`src/rtl/lcd_char_ctrl.sv`:
```
// lcd_char_ctrl: byte-level controller for an HD44780-style character LCD.
// Runs the power-up / 4-bit init sequence, then forwards host command and
// character bytes to the nibble sender one at a time while tracking the cursor.
// Optional feature: define LCD_AUTOWRAP_EN to re-address DDRAM after a line wrap.
module lcd_char_ctrl #(
  parameter int unsigned POWERUP_CYCLES = 750000,
  parameter int unsigned CLEAR_CYCLES   = 100000,
  parameter int unsigned COLS           = 16
) (
  input  logic       Clock,
  input  logic       Reset,
  input  logic       iValid,
  input  logic       iRS,
  input  logic [7:0] iData,
  output logic       oReady,
  output logic       oInitDone,
  output logic       oWriteBegin,
  output logic [7:0] oData,
  input  logic       iWriteDone,
  output logic       oLCD_RS,
  output logic       oLCD_RW,
  output logic [4:0] oCursor
);

  localparam logic [3:0] ColLast = 4'(COLS - 1);

  typedef enum logic [3:0] {
    StPwrupWait,
    StInitIssue,
    StInitWait,
    StDelay,
    StIdle,
    StIssue,
    StXferWait
`ifdef LCD_AUTOWRAP_EN
    ,
    StWrapIssue,
    StWrapWait
`endif
  } state_e;

  state_e      state_q, state_d;
  logic [31:0] cnt_q, cnt_d;
  logic [2:0]  k_q, k_d;
  logic [7:0]  data_q, data_d;
  logic        rs_q, rs_d;
  logic        line_q, line_d;
  logic [3:0]  col_q, col_d;
  logic        init_done_q, init_done_d;

  // Init ROM: 8-bit mode wake-ups folded into 0x33/0x32, then 4-bit setup.
  function automatic logic [7:0] init_rom(input logic [2:0] idx);
    logic [7:0] b;
    case (idx)
      3'd0:    b = 8'h33;
      3'd1:    b = 8'h32;
      3'd2:    b = 8'h28;
      3'd3:    b = 8'h06;
      3'd4:    b = 8'h0C;
      default: b = 8'h01;
    endcase
    return b;
  endfunction

  // State and datapath registers with synchronous reset.
  always_ff @(posedge Clock) begin
    if (Reset) begin
      state_q     <= StPwrupWait;
      cnt_q       <= '0;
      k_q         <= '0;
      data_q      <= '0;
      rs_q        <= 1'b0;
      line_q      <= 1'b0;
      col_q       <= '0;
      init_done_q <= 1'b0;
    end else begin
      state_q     <= state_d;
      cnt_q       <= cnt_d;
      k_q         <= k_d;
      data_q      <= data_d;
      rs_q        <= rs_d;
      line_q      <= line_d;
      col_q       <= col_d;
      init_done_q <= init_done_d;
    end
  end

  // Next-state logic; oData/oLCD_RS are loaded on entry to an issue state so
  // they are already stable in the oWriteBegin cycle.
  always_comb begin
    state_d     = state_q;
    cnt_d       = cnt_q;
    k_d         = k_q;
    data_d      = data_q;
    rs_d        = rs_q;
    line_d      = line_q;
    col_d       = col_q;
    init_done_d = init_done_q;

    case (state_q)
      StPwrupWait: begin
        if (cnt_q == POWERUP_CYCLES - 1) begin
          cnt_d   = '0;
          k_d     = '0;
          data_d  = init_rom(3'd0);
          rs_d    = 1'b0;
          state_d = StInitIssue;
        end else begin
          cnt_d = cnt_q + 1;
        end
      end
      StInitIssue: state_d = StInitWait;
      StInitWait: begin
        if (iWriteDone) begin
          if (k_q < 3'd5) begin
            k_d     = k_q + 3'd1;
            data_d  = init_rom(k_q + 3'd1);
            state_d = StInitIssue;
          end else begin
            cnt_d   = '0;
            state_d = StDelay;
          end
        end
      end
      StDelay: begin
        if (cnt_q == CLEAR_CYCLES - 1) begin
          cnt_d       = '0;
          init_done_d = 1'b1;
          state_d     = StIdle;
        end else begin
          cnt_d = cnt_q + 1;
        end
      end
      StIdle: begin
        if (iValid) begin
          data_d  = iData;
          rs_d    = iRS;
          state_d = StIssue;
        end
      end
      StIssue: state_d = StXferWait;
      StXferWait: begin
        if (iWriteDone) begin
          state_d = StIdle;
          if (rs_q) begin
            if (col_q == ColLast) begin
              col_d  = '0;
              line_d = ~line_q;
`ifdef LCD_AUTOWRAP_EN
              data_d  = {1'b1, ~line_q, 6'b0};
              rs_d    = 1'b0;
              state_d = StWrapIssue;
`endif
            end else begin
              col_d = col_q + 4'd1;
            end
          end else if (data_q == 8'h01 || data_q == 8'h02) begin
            // Clear/home need the long execution wait before the next byte.
            line_d  = 1'b0;
            col_d   = '0;
            cnt_d   = '0;
            state_d = StDelay;
          end else if (data_q[7]) begin
            line_d = data_q[6];
            col_d  = data_q[3:0];
          end
        end
      end
`ifdef LCD_AUTOWRAP_EN
      StWrapIssue: state_d = StWrapWait;
      StWrapWait: begin
        if (iWriteDone) state_d = StIdle;
      end
`endif
      default: state_d = StPwrupWait;
    endcase
  end

  // Outputs decoded from state; begin pulse lasts exactly the one issue cycle.
  always_comb begin
    oReady      = (state_q == StIdle);
    oWriteBegin = (state_q == StInitIssue) || (state_q == StIssue);
`ifdef LCD_AUTOWRAP_EN
    if (state_q == StWrapIssue) oWriteBegin = 1'b1;
`endif
    oInitDone = init_done_q;
    oData     = data_q;
    oLCD_RS   = rs_q;
    oLCD_RW   = 1'b0;
    oCursor   = {line_q, col_q};
  end

endmodule

```
`config.mk`:
```
export PLATFORM = sky130hd
export DESIGN_NAME = lcd_char_ctrl
export DESIGN_NICKNAME = d
export VERILOG_FILES = /design/src/rtl/lcd_char_ctrl.sv
export SDC_FILE = /design/constraint.sdc
export NUM_CORES = 1
export LEC_CHECK = 0
export ABC_CLOCK_PERIOD_IN_PS = 2500
export CORE_MARGIN = 2
export CORE_UTILIZATION = 40
export CTS_CLUSTER_DIAMETER = 200
export DETAILED_ROUTE_END_ITERATION = 6
export GPL_ROUTABILITY_DRIVEN = 0
export HOLD_SLACK_MARGIN = 0.06
export PLACE_DENSITY = 0.71
export SYNTH_ARGS = -nofsm -noshare
export SYNTH_HDL_FRONTEND = slang
export SYNTH_SLANG_ARGS = --single-unit
```
`constraint.sdc`:
```
create_clock -name Clock -period 2.5 [get_ports Clock]
set_clock_uncertainty 0.1 [all_clocks]
set_input_delay 0.5 -clock Clock [delete_from_list [all_inputs] [get_ports Clock]]
set_output_delay 0.5 -clock Clock [all_outputs]
set_load 0.02 [all_outputs]
```
Yosys cells after proc, flatten, opt, wreduce, memory -nomap -nowiden:

Index checks and enable logic that the tools add are counted.

* input bits: 13
* output and inout port bits: 18
* register bits after elaboration: 54
* logic and storage cells: 93

* reductions and logical operators: 17
* add/sub/neg operators: 3
* $lt $le $gt $ge: 1
* bitwise gates (word level): 1
* equality and inequality tests: 25
* mux-type cells: 38

Operator list (count)
* 2-to-1 mux 32 bit: 7
* one-hot mux 32 bit (4 select lines): 1
* 2-to-1 mux 4 bit: 9
* adder 32 x 1 -> 32 bit (second input constant): 1
* equality test 32 x 17 -> 1 bit (second input constant): 1
* equality test 32 x 20 -> 1 bit (second input constant): 1
* 2-to-1 mux 8 bit: 4
* one-hot mux 6 bit (5 select lines): 1
* one-hot mux 4 bit (7 select lines): 1
* one-hot mux 8 bit (3 select lines): 1
* inequality test 2 bit (second input constant): 9
* 2-to-1 mux 3 bit: 5
* equality test 4 x 3 -> 1 bit (second input constant): 3
* AND reduction 5 bit: 2
* equality test 4 x 2 -> 1 bit (second input constant): 2
* equality test 8 x 1 -> 1 bit (second input constant): 1
* equality test 8 x 2 -> 1 bit (second input constant): 1
* AND reduction 4 bit: 2
* equality test 3 x 2 -> 1 bit (second input constant): 2
* 2-to-1 mux 1 bit: 6
* one-hot mux 3 bit (2 select lines): 1
* AND reduction 3 bit: 2
* AND reduction 6 bit: 1
* nonzero test 3 bit: 2
* other kinds (17): 19

Logic depth before layout (Yosys ltp):

* depth after elaboration: 6
* gate-level depth with buffers: 8
* mapped depth without buffers: 8

Least setup slack after synthesis:

OpenSTA, ideal clock, no wires.

* path type: reg2reg
* from: reg data_q[7], in the netlist oData[7]
* to: reg cnt_q[23]
* clock period less this slack: 2.338 ns
* setup slack: 0.162 ns
* data required time: 2.338 ns
* cell stages (with the launch flop): 8
* arrival: 2.176 ns
* setup time: 0.062 ns
* path buffers: 1
* path through: dfxtp_1 > or4_4 > nor4b_4 > a21o_1 > o211ai_1 > buf_2 > or3_1 > nand3_1

* longest elaborated chain between the ends: 4
* elaborated cells between the ends (all ways): 5
* those cells by class: eq/ne: 3; reduce/logical: 2

Ends and longest elaborated chain
* start, declared: line 45 `logic [7:0] data_q, data_d;`
* start signal, assigned: line 80 `data_q <= data_d;`
* equality test 8 x 1 -> 1 bit or equality test 8 x 2 -> 1 bit (tied branches): line 157 `end else if (data_q == 8'h01 || data_q == 8'h02) begin`
* logical OR 1 bit *: line 157
* inequality test 2 bit (no source line) *
* AND reduction 6 bit (no source line) *
* end signal, assigned: line 78 `cnt_q <= cnt_d;`
* end, declared: line 43 `logic [31:0] cnt_q, cnt_d;`

Every way passes the cells marked *; elsewhere a longest branch is shown, timed or not.
A chain may end at the register's enable or synchronous reset.

Final worst setup path:

* from: reg data_q[3], in the netlist oData[3]
* to: reg cnt_q[23]

Same word-level chain as after synthesis.

==> qor.yml <==
arrival_ns: 2.61
die_h_microns: 93.5
fp.dieArea_sq_mm: 0.00875
critPathSlowestCell: "or4_4"
setup_viol: 0
row_count: 32
final_common_cell: "buf_4"
fin_tns_setup_ns: 0
dp_hpwl_microns: 6540
p_leak_nw: 1.48
grt_pass1_wl_microns: 14600
drv_cap: 0
cts_made_buffers: 5
fillers: 691
drc: 0
placed_area_sq_mm: 0.00393
ys_types: 58
yosys_most_used_dff: "dfxtp_1"
synth_nets: 427
clk_latency_ns: 0.32
grt_start_max_net_pins: 22
drt_first_iter_violations: 189
crit_chain: "or4_4 > nor4b_4 > a21o_1 > buf_6 > o211ai_1 > buf_6 > or3_1 > nand3_1"
die_x_microns: 93.5
syn_area_per_cell_sq_um: 7.88
worst_pin_slew_ns: 0.757
synth_top_family_by_area: "simple AND/OR/NAND/NOR gates"
coreArea_sq_mm: 0.00773
synth_cells: 407
ys_warn_count: 0
drv_slew: 0
synth_edf_count: 0
slew_headroom_pct: 49.5
via_per_inst: 5.75
fin_area_sq_mm: 0.00419
grt-ovfl-total: 0
multiInputGateArea_sq_mm: 0.00204
clk_path_buf_depth: 2
layout_common_cells: "55 x buf_4, 50 x dfxtp_1, 43 x nand2_1"
antenna_found_initial: 0
path_max_fanout: 7
drive_above_1_share_pct: 20.0
hold_viol_final: 0
fmax_ghz: 0.408
endpoint_kind: "flop"
pin_count: 31
async_reset_ff_share_pct: 0
synth_fa_ha_area_share_pct: 2.73
pwr_density_cell_mw_per_mm2: 391
cts_tree: "built"
mappedNetlistArea_sq_mm: 0.00321
synth-simple-area-share_pct: 30.6
p_total_w: 0.00164
synth_mux_area_share_pct: 1.60
cp_top_family: "simple AND/OR/NAND/NOR gates"
ys_ff_latch: 53
num_antenna_cells: 0
root_buffer: "clkbuf_8"
area_growth_pct: 30.8
grt_pass1_vias: 3161
required_ns: 2.66
drt-pass1-iter-count: 4
area.sequential_sq_mm: 0.00106
clk_pin_slew_worst_paths_ns: 0.09
yosysSeqAreaShare_pct: 33.1
min_period_ns: 2.45
critPathLaunchType: "flop"
crit_top_cell: "buf_6"
drtAntennaViolNets: 0
synth_compound_area_share_pct: 22.8
drt_wl_total_microns: 8630
start_util_pct: 41.5
peakVddDrop_v: 0.000267
htree_levels: 2
hp-class: "flop to flop"
layout.nets: 499
holdWs_ns: 0.356
routedWlPerCell_microns: 14.8
cts_sinks: 53
grt.total_usage_pct: 20.8
max_stage_delay_ns: 0.56
fin_util_pct: 54.2
rsz0062_at_grt: "yes"
min_period_over_period_pct: 98.1
rrSetupSlack_ns: 0.05
path_buf_inv: 2
port_buffers: 29
status: "finished, final reports clean"
synthXorXnorAreaFrac_pct: 3.01
critPathKind: "flop to flop"
vias: 3348
## through the flow
stage / worst slack [ns] / std cells
after detailed placement: -0.421 / 570
after global placement: -0.317 / 570
after floorplan: 0.162 / 407
final: 0.0486 / 582
after global routing: -0.0231 / 582
after CTS: 0.0666 / 578
## cell families (layout without fill, tap and decap cells)
| logic type | count (synthesis) | in the layout |
|---|---|---|
| and+or+nand+nor | 183 | 183 |
| AOI/OAI and AO/OA | 105 | 105 |
| DFF | 53 | 53 |
| buffers and inverters | 42 | 115 |
| xor gates and xnor gates | 11 | 11 |
| adders and majority gates | 7 | 7 |
| muxes | 5 | 5 |
| other | 1 | 1 |
## final cells by class
type	count	share of cell area, %
clock inverter	3	1.55
timing repair buffer	88	17.9
inverter	19	1.70
multi-input combinational	312	48.7
sequential	53	25.4
tap	102	3.04
clock buffer	5	1.64
## registers in the layout, indices dropped and copies added, names as in the netlist
register,count
line_q,1
k_q,3
oInitDone,1
cnt_q,32
col_q,4
state_q,3
oLCD_RS,1
oData,8
## where the power goes
part / switching [W] / internal [W]
Combinational: 0.0000475 / 0.0000472
Sequential: 0.00000620 / 0.000849
Clock: 0.000291 / 0.000398
## final timing paths
check                           startpoint  depth (start not counted)   endpoint
worst min-delay path             oInitDone                          2  oInitDone
worst min register to register   oInitDone                          2  oInitDone
worst max register to register    oData[3]                          8  cnt_q[23]
worst max-delay path              oData[3]                          8  cnt_q[23]
## worst reg2reg max path: stages (launching register included)
cell and delay (ns):
dfxtp_2 0.33, or4_4 0.56, nor4b_4 0.36, a21o_1 0.20, buf_6 0.12, o211ai_1 0.13
buf_6 0.19, or3_1 0.34, nand3_1 0.08
## synth_stat cells, types with 11 or more instances
master	number	area share (%)
o21ai_0	18	2.8
nand2_1	43	5.0
nand3_1	37	5.8
inv_1	19	2.2
a211oi_1	14	3.3
dfxtp_1	53	33
nand4_1	11	2.1
nor3_1	11	1.7
a21oi_1	18	2.8
clkbuf_1	12	1.4
nor2_1	25	2.9
## routing by layer
layer  wire length [microns]  part of all wire (%)  global-route usage (%)
met5                       0                     0                       0
met4                     153                   1.8                    6.74
met3                     359                   4.2                    2.82
met2                    4170                    48                    35.3
met1                    3940                    46                    27.2
## repair_timing
item / CTS / global route
pin swaps: 0 / 5
gates cloned: 0 / 1
gates resized for setup: 2 / 21
endpoints found under the setup margin: 16 / 20
endpoints found under the hold margin: 0 / 0
hold buffers: 0 / 0
buffers inserted: 0 / 3
Note: power is estimated with default switching activity, not from simulation.
